<file path="config.mk">
export PLATFORM = sky130hd
export DESIGN_NAME = seg_mmu_flat
export DESIGN_NICKNAME = d
export VERILOG_FILES = /design/src/rtl/seg_mmu_pkg.sv /design/src/rtl/seg_mmu_if.sv /design/src/rtl/seg_mmu_seg_chk.sv /design/src/rtl/seg_mmu.sv /design/src/flat_wrapper.sv
export SDC_FILE = /design/constraint.sdc
export NUM_CORES = 1
export LEC_CHECK = 0
export BUFFER_PORTS_ARGS = -buffer_cell sky130_fd_sc_hd__buf_2
export CAP_MARGIN = 20
export CORE_UTILIZATION = 40
export DETAILED_ROUTE_END_ITERATION = 8
export GPL_TIMING_DRIVEN = 0
export PLACE_DENSITY = 0.76
export SYNTH_ARGS = -nofsm -noshare
export SYNTH_HDL_FRONTEND = slang
export SYNTH_SLANG_ARGS = --single-unit
</file>
<file path="constraint.sdc">
create_clock -name clk -period 2.1 [get_ports clk]
set_input_delay 0.21 -clock clk [delete_from_list [all_inputs] [get_ports clk]]
set_output_delay 0.21 -clock clk [all_outputs]
set_load 0.02 [all_outputs]
</file>
<file path="src/rtl/seg_mmu_pkg.sv">
// Shared definitions for the segmented MMU: memory-op encodings, FSM states
// and the default legal instruction/data windows.
package mmu_pkg;

   localparam logic [1:0] MEM_IDLE = 2'b00;
   localparam logic [1:0] MEM_RD   = 2'b01;
   localparam logic [1:0] MEM_WR   = 2'b11;

   typedef enum logic [1:0] {
      IDLE  = 2'd0,
      ISSUE = 2'd1,
      WAIT  = 2'd2
   } state_t;

   localparam logic [31:0] IMEM_BASE_DEF  = 32'h0001_0000;
   localparam logic [31:0] IMEM_LIMIT_DEF = 32'h0001_01FF;
   localparam logic [31:0] DMEM_BASE_DEF  = 32'h0001_0200;
   localparam logic [31:0] DMEM_LIMIT_DEF = 32'h0001_02FF;

endpackage

</file>
<file path="src/rtl/seg_mmu_if.sv">
// Core, memory-controller and status signals of the segmented MMU.
// slave is the MMU view; master is the view of the core/controller side.
interface seg_mmu_if #(
   parameter int NUM_THRD = 8
);
   localparam int TW = (NUM_THRD > 1) ? $clog2(NUM_THRD) : 1;

   logic [31:0]         i_addr;
   logic                i_rd;
   logic [TW-1:0]       i_trd;
   logic                i_miss;
   logic                i_done;
   logic                i_segfault;

   logic [31:0]         d_addr;
   logic [31:0]         d_wr_data;
   logic                d_rd;
   logic                d_wr;
   logic [TW-1:0]       d_trd;
   logic                d_miss;
   logic                d_done;
   logic                d_segfault;

   logic                ready;
   logic                tx_done;
   logic [1:0]          mem_op;
   logic [63:0]         cpu_addr;
   logic [31:0]         mem_wr_data;

   logic                seg_clr;
   logic [TW-1:0]       seg_clr_trd;
   logic [NUM_THRD-1:0] i_seg_sts;
   logic [NUM_THRD-1:0] d_seg_sts;

   modport slave (
      input  i_addr, i_rd, i_trd, d_addr, d_wr_data, d_rd, d_wr, d_trd,
      input  ready, tx_done, seg_clr, seg_clr_trd,
      output i_miss, i_done, i_segfault, d_miss, d_done, d_segfault,
      output mem_op, cpu_addr, mem_wr_data, i_seg_sts, d_seg_sts
   );

   modport master (
      output i_addr, i_rd, i_trd, d_addr, d_wr_data, d_rd, d_wr, d_trd,
      output ready, tx_done, seg_clr, seg_clr_trd,
      input  i_miss, i_done, i_segfault, d_miss, d_done, d_segfault,
      input  mem_op, cpu_addr, mem_wr_data, i_seg_sts, d_seg_sts
   );

endinterface

</file>
<file path="src/rtl/seg_mmu_seg_chk.sv">
// Inclusive window check: flags a valid access whose address lies outside
// [BASE, LIMIT].
module seg_chk #(
   parameter logic [31:0] BASE  = 32'h0000_0000,
   parameter logic [31:0] LIMIT = 32'hFFFF_FFFF
) (
   input  logic [31:0] addr,
   input  logic        vld,
   output logic        fault
);

   assign fault = vld & ((addr < BASE) | (addr > LIMIT));

endmodule

</file>
<file path="src/rtl/seg_mmu.sv">
// Segmented MMU: window-checks instruction/data requests and forwards legal
// ones to a single memory controller. Define SEG_MMU_RR_ARB_EN for round-robin.
module seg_mmu
   import mmu_pkg::*;
#(
   parameter int          NUM_THRD   = 8,
   parameter logic [31:0] IMEM_BASE  = IMEM_BASE_DEF,
   parameter logic [31:0] IMEM_LIMIT = IMEM_LIMIT_DEF,
   parameter logic [31:0] DMEM_BASE  = DMEM_BASE_DEF,
   parameter logic [31:0] DMEM_LIMIT = DMEM_LIMIT_DEF
) (
   input logic      clk,
   input logic      rst_n,
   seg_mmu_if.slave bus
);

   state_t              state;
   logic                gnt_d;
   logic                i_fault, d_fault;
   logic                i_req, d_req, pick_d;
   logic [NUM_THRD-1:0] i_set, d_set, clr;

   seg_chk #(.BASE(IMEM_BASE), .LIMIT(IMEM_LIMIT)) u_i_chk (
      .addr  (bus.i_addr),
      .vld   (bus.i_rd),
      .fault (i_fault)
   );

   seg_chk #(.BASE(DMEM_BASE), .LIMIT(DMEM_LIMIT)) u_d_chk (
      .addr  (bus.d_addr),
      .vld   (bus.d_rd | bus.d_wr),
      .fault (d_fault)
   );

   assign bus.i_segfault = i_fault;
   assign bus.d_segfault = d_fault;

   assign i_req = bus.i_rd & ~i_fault;
   assign d_req = (bus.d_rd | bus.d_wr) & ~d_fault;

   // done follows tx_done combinationally so miss can drop in the same cycle
   assign bus.i_done = (state == WAIT) & bus.tx_done & ~gnt_d;
   assign bus.d_done = (state == WAIT) & bus.tx_done & gnt_d;
   assign bus.i_miss = i_req & ~bus.i_done;
   assign bus.d_miss = d_req & ~bus.d_done;

`ifdef SEG_MMU_RR_ARB_EN
   logic last_gnt_d;

   assign pick_d = d_req & (~i_req | ~last_gnt_d);

   always_ff @(posedge clk or negedge rst_n) begin
      if (!rst_n)
         last_gnt_d <= 1'b0;
      else if (state == IDLE && (d_req | i_req))
         last_gnt_d <= pick_d;
   end
`else
   assign pick_d = d_req;
`endif

   always_ff @(posedge clk or negedge rst_n) begin
      if (!rst_n) begin
         state           <= IDLE;
         gnt_d           <= 1'b0;
         bus.mem_op      <= MEM_IDLE;
         bus.cpu_addr    <= '0;
         bus.mem_wr_data <= '0;
      end else begin
         case (state)
            IDLE: begin
               if (d_req | i_req) begin
                  state <= ISSUE;
                  gnt_d <= pick_d;
                  if (pick_d) begin
                     bus.cpu_addr    <= {32'b0, bus.d_addr};
                     bus.mem_op      <= bus.d_wr ? MEM_WR : MEM_RD;
                     bus.mem_wr_data <= bus.d_wr_data;
                  end else begin
                     bus.cpu_addr <= {32'b0, bus.i_addr};
                     bus.mem_op   <= MEM_RD;
                  end
               end
            end
            ISSUE: begin
               if (bus.ready) begin
                  state      <= WAIT;
                  bus.mem_op <= MEM_IDLE;
               end
            end
            WAIT: begin
               if (bus.tx_done)
                  state <= IDLE;
            end
            default: begin
               state      <= IDLE;
               bus.mem_op <= MEM_IDLE;
            end
         endcase
      end
   end

   always_comb begin
      i_set = '0;
      d_set = '0;
      clr   = '0;
      if (i_fault)
         i_set[bus.i_trd] = 1'b1;
      if (d_fault)
         d_set[bus.d_trd] = 1'b1;
      if (bus.seg_clr)
         clr[bus.seg_clr_trd] = 1'b1;
   end

   // a set in the same cycle as a clear of that bit wins
   always_ff @(posedge clk or negedge rst_n) begin
      if (!rst_n) begin
         bus.i_seg_sts <= '0;
         bus.d_seg_sts <= '0;
      end else begin
         bus.i_seg_sts <= (bus.i_seg_sts & ~clr) | i_set;
         bus.d_seg_sts <= (bus.d_seg_sts & ~clr) | d_set;
      end
   end

endmodule

</file>
<file path="src/flat_wrapper.sv">
// flat-port wrapper written by rule: the top's interface ports become plain ports
module seg_mmu_flat import mmu_pkg::*;
#(
   parameter int          NUM_THRD   = 8,
   parameter logic [31:0] IMEM_BASE  = IMEM_BASE_DEF,
   parameter logic [31:0] IMEM_LIMIT = IMEM_LIMIT_DEF,
   parameter logic [31:0] DMEM_BASE  = DMEM_BASE_DEF,
   parameter logic [31:0] DMEM_LIMIT = DMEM_LIMIT_DEF
)
  (clk, rst_n, bus_i_addr, bus_i_rd, bus_i_trd, bus_d_addr, bus_d_wr_data, bus_d_rd, bus_d_wr, bus_d_trd, bus_ready, bus_tx_done, bus_seg_clr, bus_seg_clr_trd, bus_i_miss, bus_i_done, bus_i_segfault, bus_d_miss, bus_d_done, bus_d_segfault, bus_mem_op, bus_cpu_addr, bus_mem_wr_data, bus_i_seg_sts, bus_d_seg_sts);
  seg_mmu_if #(.NUM_THRD(NUM_THRD)) bus_i ();
  input logic clk;
  input logic rst_n;
  input wire logic [$bits(bus_i.i_addr)-1:0] bus_i_addr;
  input wire logic [$bits(bus_i.i_rd)-1:0] bus_i_rd;
  input wire logic [$bits(bus_i.i_trd)-1:0] bus_i_trd;
  input wire logic [$bits(bus_i.d_addr)-1:0] bus_d_addr;
  input wire logic [$bits(bus_i.d_wr_data)-1:0] bus_d_wr_data;
  input wire logic [$bits(bus_i.d_rd)-1:0] bus_d_rd;
  input wire logic [$bits(bus_i.d_wr)-1:0] bus_d_wr;
  input wire logic [$bits(bus_i.d_trd)-1:0] bus_d_trd;
  input wire logic [$bits(bus_i.ready)-1:0] bus_ready;
  input wire logic [$bits(bus_i.tx_done)-1:0] bus_tx_done;
  input wire logic [$bits(bus_i.seg_clr)-1:0] bus_seg_clr;
  input wire logic [$bits(bus_i.seg_clr_trd)-1:0] bus_seg_clr_trd;
  output wire logic [$bits(bus_i.i_miss)-1:0] bus_i_miss;
  output wire logic [$bits(bus_i.i_done)-1:0] bus_i_done;
  output wire logic [$bits(bus_i.i_segfault)-1:0] bus_i_segfault;
  output wire logic [$bits(bus_i.d_miss)-1:0] bus_d_miss;
  output wire logic [$bits(bus_i.d_done)-1:0] bus_d_done;
  output wire logic [$bits(bus_i.d_segfault)-1:0] bus_d_segfault;
  output wire logic [$bits(bus_i.mem_op)-1:0] bus_mem_op;
  output wire logic [$bits(bus_i.cpu_addr)-1:0] bus_cpu_addr;
  output wire logic [$bits(bus_i.mem_wr_data)-1:0] bus_mem_wr_data;
  output wire logic [$bits(bus_i.i_seg_sts)-1:0] bus_i_seg_sts;
  output wire logic [$bits(bus_i.d_seg_sts)-1:0] bus_d_seg_sts;
  assign bus_i.i_addr = bus_i_addr;
  assign bus_i.i_rd = bus_i_rd;
  assign bus_i.i_trd = bus_i_trd;
  assign bus_i.d_addr = bus_d_addr;
  assign bus_i.d_wr_data = bus_d_wr_data;
  assign bus_i.d_rd = bus_d_rd;
  assign bus_i.d_wr = bus_d_wr;
  assign bus_i.d_trd = bus_d_trd;
  assign bus_i.ready = bus_ready;
  assign bus_i.tx_done = bus_tx_done;
  assign bus_i.seg_clr = bus_seg_clr;
  assign bus_i.seg_clr_trd = bus_seg_clr_trd;
  assign bus_i_miss = bus_i.i_miss;
  assign bus_i_done = bus_i.i_done;
  assign bus_i_segfault = bus_i.i_segfault;
  assign bus_d_miss = bus_i.d_miss;
  assign bus_d_done = bus_i.d_done;
  assign bus_d_segfault = bus_i.d_segfault;
  assign bus_mem_op = bus_i.mem_op;
  assign bus_cpu_addr = bus_i.cpu_addr;
  assign bus_mem_wr_data = bus_i.mem_wr_data;
  assign bus_i_seg_sts = bus_i.i_seg_sts;
  assign bus_d_seg_sts = bus_i.d_seg_sts;
  seg_mmu #(.NUM_THRD(NUM_THRD), .IMEM_BASE(IMEM_BASE), .IMEM_LIMIT(IMEM_LIMIT), .DMEM_BASE(DMEM_BASE), .DMEM_LIMIT(DMEM_LIMIT)) u_core (.clk(clk), .rst_n(rst_n), .bus(bus_i));
endmodule
</file>
# Word level (Yosys, flattened, before mapping)
# Index checks and enable logic that the tools add are counted.
[word_totals]
inputBits = 113
elab_cells = 73
register_bits = 117
[op_classes]
muxes = 19
n_bitwise = 24
magnitude_cmp = 10
n_eq_ne = 5
reduce_logical = 8
[ops]
columns = ["cell", "count"]
rows = [
  ["$gt 32x17->1 const B", 2],
  ["$lt 32x17->1 const B", 2],
  ["$mux 32", 1],
  ["$mux 8", 3],
  ["$and 8x8->8", 2],
  ["$or 8x8->8", 2],
  ["$mux 2", 7],
  ["$lt 3x4->1 const B", 3],
  ["$pmux 2 s3", 2],
  ["$and 1x1->1", 9],
  ["$demux 1 s3", 3],
  ["$ge 3x1->1 const B", 3],
  ["$reduce_and 3->1", 3],
  ["$not 8->8", 1],
  ["$not 1->1", 6],
  ["$ne 2x2->1 const B", 2],
  ["$or 1x1->1", 4],
  ["$logic_and 1x1->1", 3],
  ["$mux 1", 3],
  ["$eq 2x1->1 const B", 1],
  ["$eq 2x2->1 const B", 1],
  ["$logic_not 2->1", 1],
  ["$ne 2x1->1 const B", 1],
  ["$reduce_and 2->1", 1],
]

# Depth between registers and ports, before layout
[logic_depth]
depth_word = 8
mapped_depth = 7
ltp_nobuf = 5

# By module
# A second synthesis with hierarchy kept.
[hier_totals]
hier_cells = 320
hier_area_um2 = 4396.7
[by_module_without_submodules]
columns = ["module", "cells_each", "area_each_um2", "n_inst"]
rows = [
  ["seg_mmu", 302, 4249.1, 1],
  ["seg_chk (u_core.u_i_chk)", 9, 75.1, 1],
  ["seg_chk (u_core.u_d_chk)", 9, 72.6, 1],
]

# Worst setup path after synthesis
# OpenSTA, ideal clock, no wires.
[synth_path]
path_type = "in2reg"
startpoint = "input bus_d_addr[17]"
endpoint = "register u_core.bus.mem_wr_data[0]"
setup_ns = 0.127
setup_slack_ns = -0.235
t_arrival_ns = 2.208
n_path_buf = 2
path_stages = 7
required_ns = 1.973
path_cell_list = "or4_4 or3_4 or3_1 buf_4 nor2_8 buf_8 mux2_1"
[synth_via]
elab_chain_cells = 7
word_cells_on_any_way = 8
classes_between = "2 x order compare; 5 x bitwise; 1 x reduce/logical"
[synth_lines]
columns = ["element", "line", "text"]
rows = [
  ["from (decl)", "flat_wrapper.sv:17", "input wire logic [$bits(bus_i.d_addr)-1:0] bus_d_addr;"],
  ["$lt 32x17->1 or $gt 32x17->1 (tied branches)", "seg_mmu_seg_chk.sv:12", "assign fault = vld & ((addr < BASE) | (addr > LIMIT));"],
  ["$or 1x1->1 *", "seg_mmu_seg_chk.sv:12", ""],
  ["$and 1x1->1 *", "seg_mmu_seg_chk.sv:12", ""],
  ["$not 1->1 *", "seg_mmu.sv:39", "assign d_req = (bus.d_rd | bus.d_wr) & ~d_fault;"],
  ["$and 1x1->1 *", "seg_mmu.sv:39", ""],
  ["$or 1x1->1", "seg_mmu.sv:72", "if (d_req | i_req) begin"],
  ["$reduce_and 3->1 (no source line) *", "-", ""],
  ["to (signal assigned)", "seg_mmu.sv:78", "bus.mem_wr_data <= bus.d_wr_data;"],
  ["to (decl)", "seg_mmu_if.sv:39", "output mem_op, cpu_addr, mem_wr_data, i_seg_sts, d_seg_sts"],
]
# Every way passes the cells marked *; elsewhere a longest branch is shown, timed or not.
# A chain may end at the register's enable or synchronous reset.

# Worst setup path after layout
[layout_path]
startpoint = "input bus_d_addr[17]"
endpoint = "register u_core.bus.mem_wr_data[27]"
# The elaborated chain is that of the path after synthesis.

==> impl_metrics.env <==
export IMPL_status="finished, violations left"
export IMPL_violations="setup timing"
export IMPL_grt_pass1_wl_mm=14.6
export IMPL_tritoncts="yes"
export IMPL_grt_max_degree=48
export IMPL_arrival_ns=2.37
export IMPL_clock_skew_ns=0.0146
export IMPL_netlist_instances=299
export IMPL_dr_pass1_iters=5
export IMPL_irDropWorstVdd_mv=0.348
export IMPL_clk_latency_ns=0.34
export IMPL_synth_warnings=0
export IMPL_via_per_inst=4.69
export IMPL_cts_sinks=85
export IMPL_period_share_pct=102
export IMPL_die_h_um=98.8
export IMPL_synth_seq_area_share_pct=56.8
export IMPL_drtIter0Drc=83
export IMPL_final_cell_mix="198 x buf_2, 85 x dfrtp_1, 37 x buf_4"
export IMPL_start_util_pct=42.1
export IMPL_antenna_found_initial=0
export IMPL_worst_slew_pin_slew_ns=0.722
export IMPL_antennaDiodeCount=0
export IMPL_grt_ovfl_total=0
export IMPL_nets=660
export IMPL_grt_met1_usage_pct=22.6
export IMPL_design_area_mm2=0.00530
export IMPL_hold_start="bus_d_wr_data[28]"
export IMPL_fillers=748
export IMPL_path_class="in2reg"
export IMPL_required_ns=2.33
export IMPL_placed_area_mm2=0.00503
export IMPL_drc_errors=0
export IMPL_slew_headroom_pct=51.9
export IMPL_max_freq_mhz=466
export IMPL_syn_to_final_growth_pct=41.5
export IMPL_min_period_ns=2.15
export IMPL_cts_root_buf="clkbuf_8"
export IMPL_dieArea_mm2=0.00976
export IMPL_setup_viol=26
export IMPL_dr_total_vias=3098
export IMPL_met3_usage_pct=3.76
export IMPL_syn_area_mm2=0.00375
export IMPL_drive_gt1_share_pct=53.3
export IMPL_routed_wl_mm=9.15
export IMPL_clk_pin_slew_ns=0.09
export IMPL_core_area_mm2=0.00889
export IMPL_rows=34
export IMPL_hold_viol=0
export IMPL_wire_per_inst_um=13.9
export IMPL_power_density_mw_per_mm2=619
export IMPL_p_leak_uw=0.00305
export IMPL_final_common_cell="buf_2"
export IMPL_crit_path_start_kind="primary input"
export IMPL_ioPinCount=233
export IMPL_timing_critical_path_from="bus_d_addr[17]"
export IMPL_hold_class="in2reg"
export IMPL_maxCapViolCount=0
export IMPL_power_uw=3280
export IMPL_cts_inserted_buffers=9
export IMPL_final_setup_tns_ns=-0.627
export IMPL_hpwlAfterDp_mm=7.09
export IMPL_critPathCaptureType="flop"
export IMPL_finalMaxSlewViolations=0
export IMPL_grtUsageMet2_pct=34.7
export IMPL_grt_pass1_vias=3107
export IMPL_die_width_um=98.8
export IMPL_htreeDepth=3
export IMPL_top_usage_layer="met2"
export IMPL_path_max_fanout=6
export IMPL_ant_nets=0
export IMPL_rsz0062_at_grt="yes"
export IMPL_syn_avg_cell_area_um2=12.5
export IMPL_io_buffers=200
export IMPL_grt_usage_pct=19.1
export IMPL_r2r_start="u_core.state[1]"
export IMPL_setup_ws_ns=-0.0462
export IMPL_synth_distinct_cells=39
export IMPL_synth_seq_cells=85
export IMPL_clk_path_buf_depth=2
export IMPL_place_gp_congestion=0.870
## layout make-up
type	count	area [um^2]	area share (%)
plain buffers	38	307	5.78
clock buffers	10	138	2.60
repair buffers	207	1100	20.8
clock inverters	6	43.8	0.826
multi-input cells	202	1440	27.1
inverters	4	15.0	0.283
well taps	108	135	2.55
flip-flops and latches	85	2130	40.1
## routing by layer
metal / part of all wire (%) / up-vias
met2: 51 / 155
li1: - / 1485
met5: 0 / -
met4: 1.1 / 0
met1: 41 / 1450
met3: 6.3 / 8
## critical path, stage by stage
cell	delay, ns
buf_6	0.09
or4_4	0.52
or3_4	0.40
or3_4	0.42
nor2_8	0.23
clkbuf_16	0.19
mux2_1	0.32
## cells in the mapped netlist
cell / instances / share of area (%)
nor2b_1: 5 / 0.84
or3b_2: 1 / 0.23
or4_1: 2 / 0.40
buf_12: 2 / 1.1
buf_4: 33 / 6.6
a21oi_1: 2 / 0.27
nor3b_1: 1 / 0.20
o31ai_1: 6 / 1.2
nand2_1: 27 / 2.7
and2_1: 21 / 3.5
o22ai_1: 8 / 1.3
or3_4: 1 / 0.30
mux2_4: 20 / 8.0
nand4_1: 2 / 0.33
and4_1: 1 / 0.23
o2bb2ai_1: 1 / 0.23
nor2_1: 9 / 0.90
nor2_8: 1 / 0.53
o22a_1: 1 / 0.23
or3_1: 1 / 0.17
a21o_1: 1 / 0.20
clkbuf_1: 3 / 0.30
nor4_1: 8 / 1.3
and3_1: 1 / 0.17
mux2_1: 9 / 2.7
o311ai_2: 1 / 0.43
nand3_1: 4 / 0.53
a2bb2oi_1: 8 / 1.9
conb_1: 1 / 0.10
or4_4: 1 / 0.30
nor3_1: 2 / 0.27
dfrtp_1: 85 / 57
nand2b_1: 5 / 0.84
or2_2: 2 / 0.33
inv_1: 4 / 0.40
buf_8: 1 / 0.40
o21ai_0: 9 / 1.2
mux2_2: 3 / 0.90
a32o_1: 6 / 1.6
## power by group
group	leakage (uW)	switching, uW	total (uW)	internal (uW)
logic	0.00180	280	485	205
registers	0.00115	33.7	1730	1690
clock network	0.0000935	600	1070	471
total	0.00305	914	3280	2370
## what timing repair did
action	4_1_cts	5_1_grt
hold buffers	1	0
cloned	0	1
buffers inserted	2	2
resized for setup	1	7
endpoints found under the hold margin	38	0
pin swaps	0	3
endpoints found under the setup margin	29	42
## stage by stage
stage	setup slack, ns	instances	util (%)	hold WS (ns)
2_1_floorplan	-0.227	330	-	-0.0856
3_3_place_gp	-0.417	638	56.3	0.429
3_5_place_dp	-0.448	639	56.6	0.217
4_1_cts	-0.0342	658	59.0	0.0610
5_1_grt	-0.0528	660	59.6	0.0626
6_report	-0.0462	660	59.6	0.0822
## registers in the layout, summed over array words and instances (netlist names)
signal,cells
u_core.gnt_d,1
u_core.bus.i_seg_sts,8
u_core.bus.mem_op,2
u_core.bus.d_seg_sts,8
u_core.state,2
u_core.bus.mem_wr_data,32
u_core.bus.cpu_addr,32
## logic make-up (layout without fill, tap and decap cells)
family | count (synthesis) | after routing | share of synthesized area (%)
flops | 85 | 85 | 56.8
simple gates | 95 | 95 | 14.1
compound gates | 43 | 43 | 8.58
buf+inv | 43 | 265 | 8.78
mux | 32 | 32 | 11.6
other cells | 1 | 32 | 0.100
## path summary, 6_finish.rpt
kind                                               to  slack, ns  depth (start not counted)
max in group asynchronous      u_core.bus.cpu_addr[5]       1.12                          3
min                        u_core.bus.mem_wr_data[28]       0.08                          2
min reg2reg                      u_core.bus.mem_op[0]       0.47                          2
max reg2reg                    u_core.bus.cpu_addr[5]       0.20                          4
min in group asynchronous     u_core.bus.cpu_addr[21]       0.38                          2
max                        u_core.bus.mem_wr_data[27]      -0.05                          7
No activity file was read; power rests on OpenSTA's default activity.
